--- config.mk ---
export PLATFORM = sky130hd
export DESIGN_NAME = rhd_offset_cal
export DESIGN_NICKNAME = d
export VERILOG_FILES = /design/src/rtl/rhd_offset_cal.sv
export SDC_FILE = /design/constraint.sdc
export NUM_CORES = 2
export LEC_CHECK = 0
export CAP_MARGIN = 20
export CORE_ASPECT_RATIO = 1.25
export CORE_MARGIN = 2
export CORE_UTILIZATION = 45
export CTS_BUF_LIST = sky130_fd_sc_hd__clkbuf_16
export DETAILED_ROUTE_END_ITERATION = 8
export PLACE_DENSITY = 0.63
export SYNTH_ARGS = -nofsm -noshare
export SYNTH_HDL_FRONTEND = slang
export SYNTH_SLANG_ARGS = --single-unit
--- constraint.sdc ---
create_clock -name clk -period 3.1 [get_ports clk]
set_clock_uncertainty 0.1 [all_clocks]
set_input_delay 0.62 -clock clk [delete_from_list [all_inputs] [get_ports clk]]
set_output_delay 0.62 -clock clk [all_outputs]
set_load 0.01 [all_outputs]
--- src/rtl/rhd_offset_cal.sv ---
// rhd_offset_cal: MISO sampling-offset calibrator for the rhd_2048 front end.
// Sweeps one common offset over all lanes, re-runs the chip configuration at
// each step, scores each lane's ROM-ID match, and commits the centre of the
// longest contiguous passing window per lane.
module rhd_offset_cal #(
   parameter int N_LANES        = 32,
   parameter int OFS_W          = 8,
   parameter int N_OFFSETS      = 16,
   parameter int SETTLE_CYCLES  = 16,
   parameter int TIMEOUT_CYCLES = 1_000_000
) (
   input  logic                       clk,
   input  logic                       rstn,
   input  logic                       cal_start,
   output logic                       rhd_config_start,
   input  logic                       rhd_config_done,
   input  logic [N_LANES-1:0]         rhd_id_ok,
   output logic [N_LANES*OFS_W-1:0]   lane_offset,
   output logic                       cal_busy,
   output logic                       cal_done,
   output logic [N_LANES-1:0]         lane_fail,
   output logic                       cal_timeout
);

   localparam int LEN_W = $clog2(N_OFFSETS + 1);
   localparam int SET_W = $clog2(SETTLE_CYCLES + 1);
   localparam int TMR_W = $clog2(TIMEOUT_CYCLES + 1);

   localparam logic [OFS_W-1:0] K_LAST      = OFS_W'(N_OFFSETS - 1);
   localparam logic [SET_W-1:0] SETTLE_LOAD = SET_W'(SETTLE_CYCLES - 1);
   localparam logic [TMR_W-1:0] TMR_LAST    = TMR_W'(TIMEOUT_CYCLES - 1);

   typedef enum logic [2:0] {
      ST_IDLE,
      ST_SETTLE,
      ST_KICK,
      ST_WAIT,
      ST_FINAL
   } state_t;

   state_t             state;
   logic [OFS_W-1:0]   k;
   logic [SET_W-1:0]   settle_cnt;
   logic [TMR_W-1:0]   timer;

   logic [OFS_W-1:0]   cur_start  [N_LANES];
   logic [LEN_W-1:0]   cur_len    [N_LANES];
   logic [OFS_W-1:0]   best_start [N_LANES];
   logic [LEN_W-1:0]   best_len   [N_LANES];
   logic [OFS_W-1:0]   committed  [N_LANES];

   // Candidate run if this step passes: a fresh run starts at k
   logic [OFS_W-1:0]   run_start  [N_LANES];
   logic [LEN_W-1:0]   run_len    [N_LANES];

   logic               accept_start;
   logic               score_step;

   assign accept_start = (state == ST_IDLE) && cal_start;
   assign score_step   = (state == ST_WAIT) && rhd_config_done;

   // Next-run values for each lane, used only when the lane passes
   always_comb begin
      for (int i = 0; i < N_LANES; i++) begin
         run_start[i] = (cur_len[i] == '0) ? k : cur_start[i];
         run_len[i]   = cur_len[i] + 1'b1;
      end
   end

   // Sweep sequencer: settle, kick configuration, wait for done or timeout
   always_ff @(posedge clk or negedge rstn) begin
      if (!rstn) begin
         state            <= ST_IDLE;
         k                <= '0;
         settle_cnt       <= '0;
         timer            <= '0;
         rhd_config_start <= 1'b0;
         cal_busy         <= 1'b0;
         cal_done         <= 1'b0;
         cal_timeout      <= 1'b0;
      end else begin
         rhd_config_start <= 1'b0;
         cal_done         <= 1'b0;
         case (state)
            ST_IDLE: begin
               if (cal_start) begin
                  k           <= '0;
                  cal_timeout <= 1'b0;
                  settle_cnt  <= SETTLE_LOAD;
                  cal_busy    <= 1'b1;
                  state       <= ST_SETTLE;
               end
            end
            ST_SETTLE: begin
               if (settle_cnt == '0) begin
                  rhd_config_start <= 1'b1;
                  state            <= ST_KICK;
               end else begin
                  settle_cnt <= settle_cnt - 1'b1;
               end
            end
            ST_KICK: begin
               timer <= '0;
               state <= ST_WAIT;
            end
            ST_WAIT: begin
               if (rhd_config_done) begin
                  if (k == K_LAST) begin
                     state <= ST_FINAL;
                  end else begin
                     k          <= k + 1'b1;
                     settle_cnt <= SETTLE_LOAD;
                     state      <= ST_SETTLE;
                  end
               end else if (timer == TMR_LAST) begin
                  cal_timeout <= 1'b1;
                  cal_busy    <= 1'b0;
                  state       <= ST_IDLE;
               end else begin
                  timer <= timer + 1'b1;
               end
            end
            ST_FINAL: begin
               cal_done <= 1'b1;
               cal_busy <= 1'b0;
               state    <= ST_IDLE;
            end
            default: begin
               cal_busy <= 1'b0;
               state    <= ST_IDLE;
            end
         endcase
      end
   end

   // Per-lane window tracking and final commit of the window centre
   always_ff @(posedge clk or negedge rstn) begin
      if (!rstn) begin
         for (int i = 0; i < N_LANES; i++) begin
            cur_start[i]  <= '0;
            cur_len[i]    <= '0;
            best_start[i] <= '0;
            best_len[i]   <= '0;
            committed[i]  <= '0;
         end
         lane_fail <= '0;
      end else begin
         if (accept_start) begin
            for (int i = 0; i < N_LANES; i++) begin
               cur_start[i]  <= '0;
               cur_len[i]    <= '0;
               best_start[i] <= '0;
               best_len[i]   <= '0;
            end
         end else if (score_step) begin
            for (int i = 0; i < N_LANES; i++) begin
               if (rhd_id_ok[i]) begin
                  cur_start[i] <= run_start[i];
                  cur_len[i]   <= run_len[i];
                  // Strict compare keeps the earliest of equally long runs
                  if (run_len[i] > best_len[i]) begin
                     best_start[i] <= run_start[i];
                     best_len[i]   <= run_len[i];
                  end
               end else begin
                  cur_len[i] <= '0;
               end
            end
         end
         if (state == ST_FINAL) begin
            for (int i = 0; i < N_LANES; i++) begin
               if (best_len[i] != '0) begin
                  committed[i] <= best_start[i] + OFS_W'((best_len[i] - 1'b1) >> 1);
                  lane_fail[i] <= 1'b0;
               end else begin
                  committed[i] <= '0;
                  lane_fail[i] <= 1'b1;
               end
            end
         end
      end
   end

   // During a sweep every lane sees the sweep offset; otherwise the results
   always_comb begin
      lane_offset = '0;
      for (int i = 0; i < N_LANES; i++) begin
         lane_offset[i*OFS_W +: OFS_W] = cal_busy ? k : committed[i];
      end
   end

endmodule

==> impl_metrics.env <==
export IMPL_path_cells="buf_12, nand2_8, buf_12, buf_12, buf_12, buf_6, buf_6, o21ai_4, buf_6"
export IMPL_r2r_start="cur_len[35]"
export IMPL_path_clk_slew_ns=0.06
export IMPL_fin_util=0.535
export IMPL_yosys_top_cells_area="dfrtp_1 (42%), ha_1 (8.8%), mux2i_1 (7.6%)"
export IMPL_rows=160
export IMPL_synthesis_nets=8066
export IMPL_crit_arrival_ns=2.44
export IMPL_p_leak_uw=0.0394
export IMPL_final_min_clock_period_ns=3.16
export IMPL_drive_above_1_share=0.0995
export IMPL_yosys_area_top_type="dfrtp_1"
export IMPL_first_pass_iters=5
export IMPL_clock_latency_ns=0.79
export IMPL_cp_end_kind="output port"
export IMPL_fp_coreArea_sq_um=152000
export IMPL_die_x_microns=354
export IMPL_post_place_ws_ns=-0.0174
export IMPL_ctsLongestPathBuffers=3
export IMPL_cts_sinks=1160
export IMPL_rsz0062_at_grt="yes"
export IMPL_drv_cap=0
export IMPL_cp_common_cell="buf_12"
export IMPL_r2r_cells=8
export IMPL_critPathMaxFanout=9
export IMPL_ys_warn_count=0
export IMPL_synth_top_family_by_area="compound AO/OA/AOI/OAI gates"
export IMPL_yosysTopAreaCellShare=0.421
export IMPL_synth_cell_types=70
export IMPL_grtUsageTotal=0.251
export IMPL_cp_data_required_time_ns=2.38
export IMPL_cp_top_family="buffers and inverters"
export IMPL_netlist_area_sq_um=69000
export IMPL_routed_via_count=56282
export IMPL_drt_initial_drc_count=3907
export IMPL_synthSimpleGateAreaFrac=0.147
export IMPL_start_util=0.453
export IMPL_htreeDepth=4
export IMPL_syn_inst=7513
export IMPL_grt_pass1_wl_microns=315000
export IMPL_synthAdderAreaFrac=0.0972
export IMPL_slowest_delay_ns=0.47
export IMPL_outcome="finished with violations"
export IMPL_synth_seq_area_share=0.421
export IMPL_layout_setup_ws_ns=-0.0621
export IMPL_io_buffers=327
export IMPL_hold_violations=0
export IMPL_hold_slack_ns=0.372
export IMPL_wl_per_cell_microns=19.9
export IMPL_start_kind="register"
export IMPL_synth_edf_count=0
export IMPL_routed_wl_microns=200000
export IMPL_yosys_mux_area_fraction=0.0782
export IMPL_setup_viol=7
export IMPL_crit_cells=9
export IMPL_ant_nets=0
export IMPL_synth_compound_area_frac=0.156
export IMPL_grt_ovfl_total=0
export IMPL_numCtsBuffers=131
export IMPL_reg2reg_to="best_start[62]"
export IMPL_irDropWorstVdd_v=0.000588
export IMPL_reg2reg_slack_ns=0.36
export IMPL_synth_xor_area_frac=0.0378
export IMPL_syn_area_per_cell_sq_um=9.18
export IMPL_violations="negative setup slack"
export IMPL_tightest_slew_ns=0.957
export IMPL_grt_pass1_vias=56152
export IMPL_die_h_microns=442
export IMPL_io_pins=328
export IMPL_area_growth_pct=18.0
export IMPL_drc=0
export IMPL_worstSetupPathType="reg2out"
export IMPL_grt_max_degree=89
export IMPL_slew_violations=0
export IMPL_fmax_mhz=316
export IMPL_mostFrequentLayoutCells="dfrtp_1 (1151), nor2_1 (857), inv_1 (704), mux2i_1 (522), ha_1 (485)"
export IMPL_cellPowerDensity_nw_per_um2=872
export IMPL_vias_per_cell=5.60
export IMPL_antenna_found_initial=16
export IMPL_critPathSlowestCell="dfrtp_4"
export IMPL_cts_tree="yes"
export IMPL_setup_tns_ns=-0.213
export IMPL_final_nets=8460
export IMPL_final_common_cell="dfrtp_1"
export IMPL_power_total_uw=71000
export IMPL_ys_seq_elements=1160
export IMPL_cp_buffers_inverters=7
export IMPL_synthArstFlopShare=1.00
export IMPL_place_hpwl_microns=135000
export IMPL_maxSlewHeadroom=0.356
export IMPL_finalCritPeriodShare=1.02
export IMPL_cts_root_buffer="clkbuf_16"
export IMPL_hold_class="in2async"
export IMPL_die_area_sq_um=156000
export IMPL_gp_congestion=0.873
export IMPL_synth_ff_type="dfrtp_1"
power breakdown:
part,switching (uW),total (uW),internal [uW]
Sequential,2170,19800,17600
Combinational,20500,35300,14700
Clock,6610,15900,9330
Total,29300,71000,41700
through the flow:
step           std cells  area (sq um)
2_1_floorplan       7513         69000
3_3_place_gp        9747         76400
3_5_place_dp        9748         76400
4_1_cts            10026         81500
5_1_grt            10040         81400
6_report           10045         81400
per-layer routing:
layer | vias to the layer above | track usage | part of all wire
li1 | 27078 | - | -
met1 | 27758 | 0.322 | 0.43
met2 | 1112 | 0.427 | 0.49
met3 | 324 | 0.0382 | 0.049
met4 | 10 | 0.0957 | 0.036
met5 | - | 0 | 0.00039
logic make-up (layout without fill, tap and decap cells):
kind of cell | count (synthesis) | in the layout
AO/OA/AOI/OAI | 1691 | 1691
XOR/XNOR | 298 | 298
adder cells (fa/ha/maj) | 517 | 517
buffers and inverters | 1104 | 1602
flip-flops | 1160 | 1160
multiplexers | 537 | 537
other | 0 | 9
AND/OR/NAND/NOR | 2206 | 2206
registers in the layout (all words and copies together) (netlist names), 3 cells and up:
| name | flops |
|---|---|
| settle_cnt | 5 |
| lane_fail | 32 |
| timer | 20 |
| best_start | 256 |
| committed | 256 |
| cur_len | 160 |
| state | 3 |
| k | 8 |
| cur_start | 256 |
| best_len | 160 |
what timing repair did:
| item | CTS | global route |
|---|---|---|
| hold buffers | 1 | 0 |
| gates cloned | 8 | 4 |
| endpoints found under the setup margin | 257 | 83 |
| pin swaps | 2 | 3 |
| hold endpoints to repair | 49 | 0 |
| setup buffers | 34 | 7 |
| resized for setup | 444 | 309 |
Yosys cell counts, drive strengths merged, types with 16 or more instances:
master   instances
a211oi         338
a21boi          33
a21o            62
a21oi          403
a22oi           30
a311oi          20
a31oi           55
and2            17
and3            43
buf            131
clkbuf         288
dfrtp         1160
fa              32
ha             485
inv            684
mux2i          522
nand2          483
nand2b          37
nand3          370
nand3b          21
nand4b          26
nor2           857
nor2b          114
nor3            96
nor4b           35
o2111ai         33
o211ai          48
o21ai          420
o21bai          16
o22ai          140
o32ai           46
or3             43
or4             29
xnor2          139
xor2           159
final cells by class:
cell class / instances / area (sq um)
antenna: 9 / 22.5
clock buffer: 135 / 3380
clock inverter: 102 / 968
fill: 13835 / 70700
inverter: 685 / 2580
multi-input combinational: 5249 / 36100
sequential: 1160 / 29100
tap: 2025 / 2530
timing repair buffer: 680 / 6740
how the worst max path moves through the flow:
stage / end / slack, ns / startpoint
final: lane_offset[28] / -0.06 / cal_busy
after global routing: lane_offset[28] / -0.11 / cal_busy
after CTS: lane_offset[36] / -0.27 / cal_busy
after detailed placement: best_start[226] / -0.02 / rhd_config_done
after global placement: best_start[229] / 0.06 / rhd_config_done
after floorplan: best_len[128] / 0.59 / cur_len[125]
(Power assumes the default switching activity.)
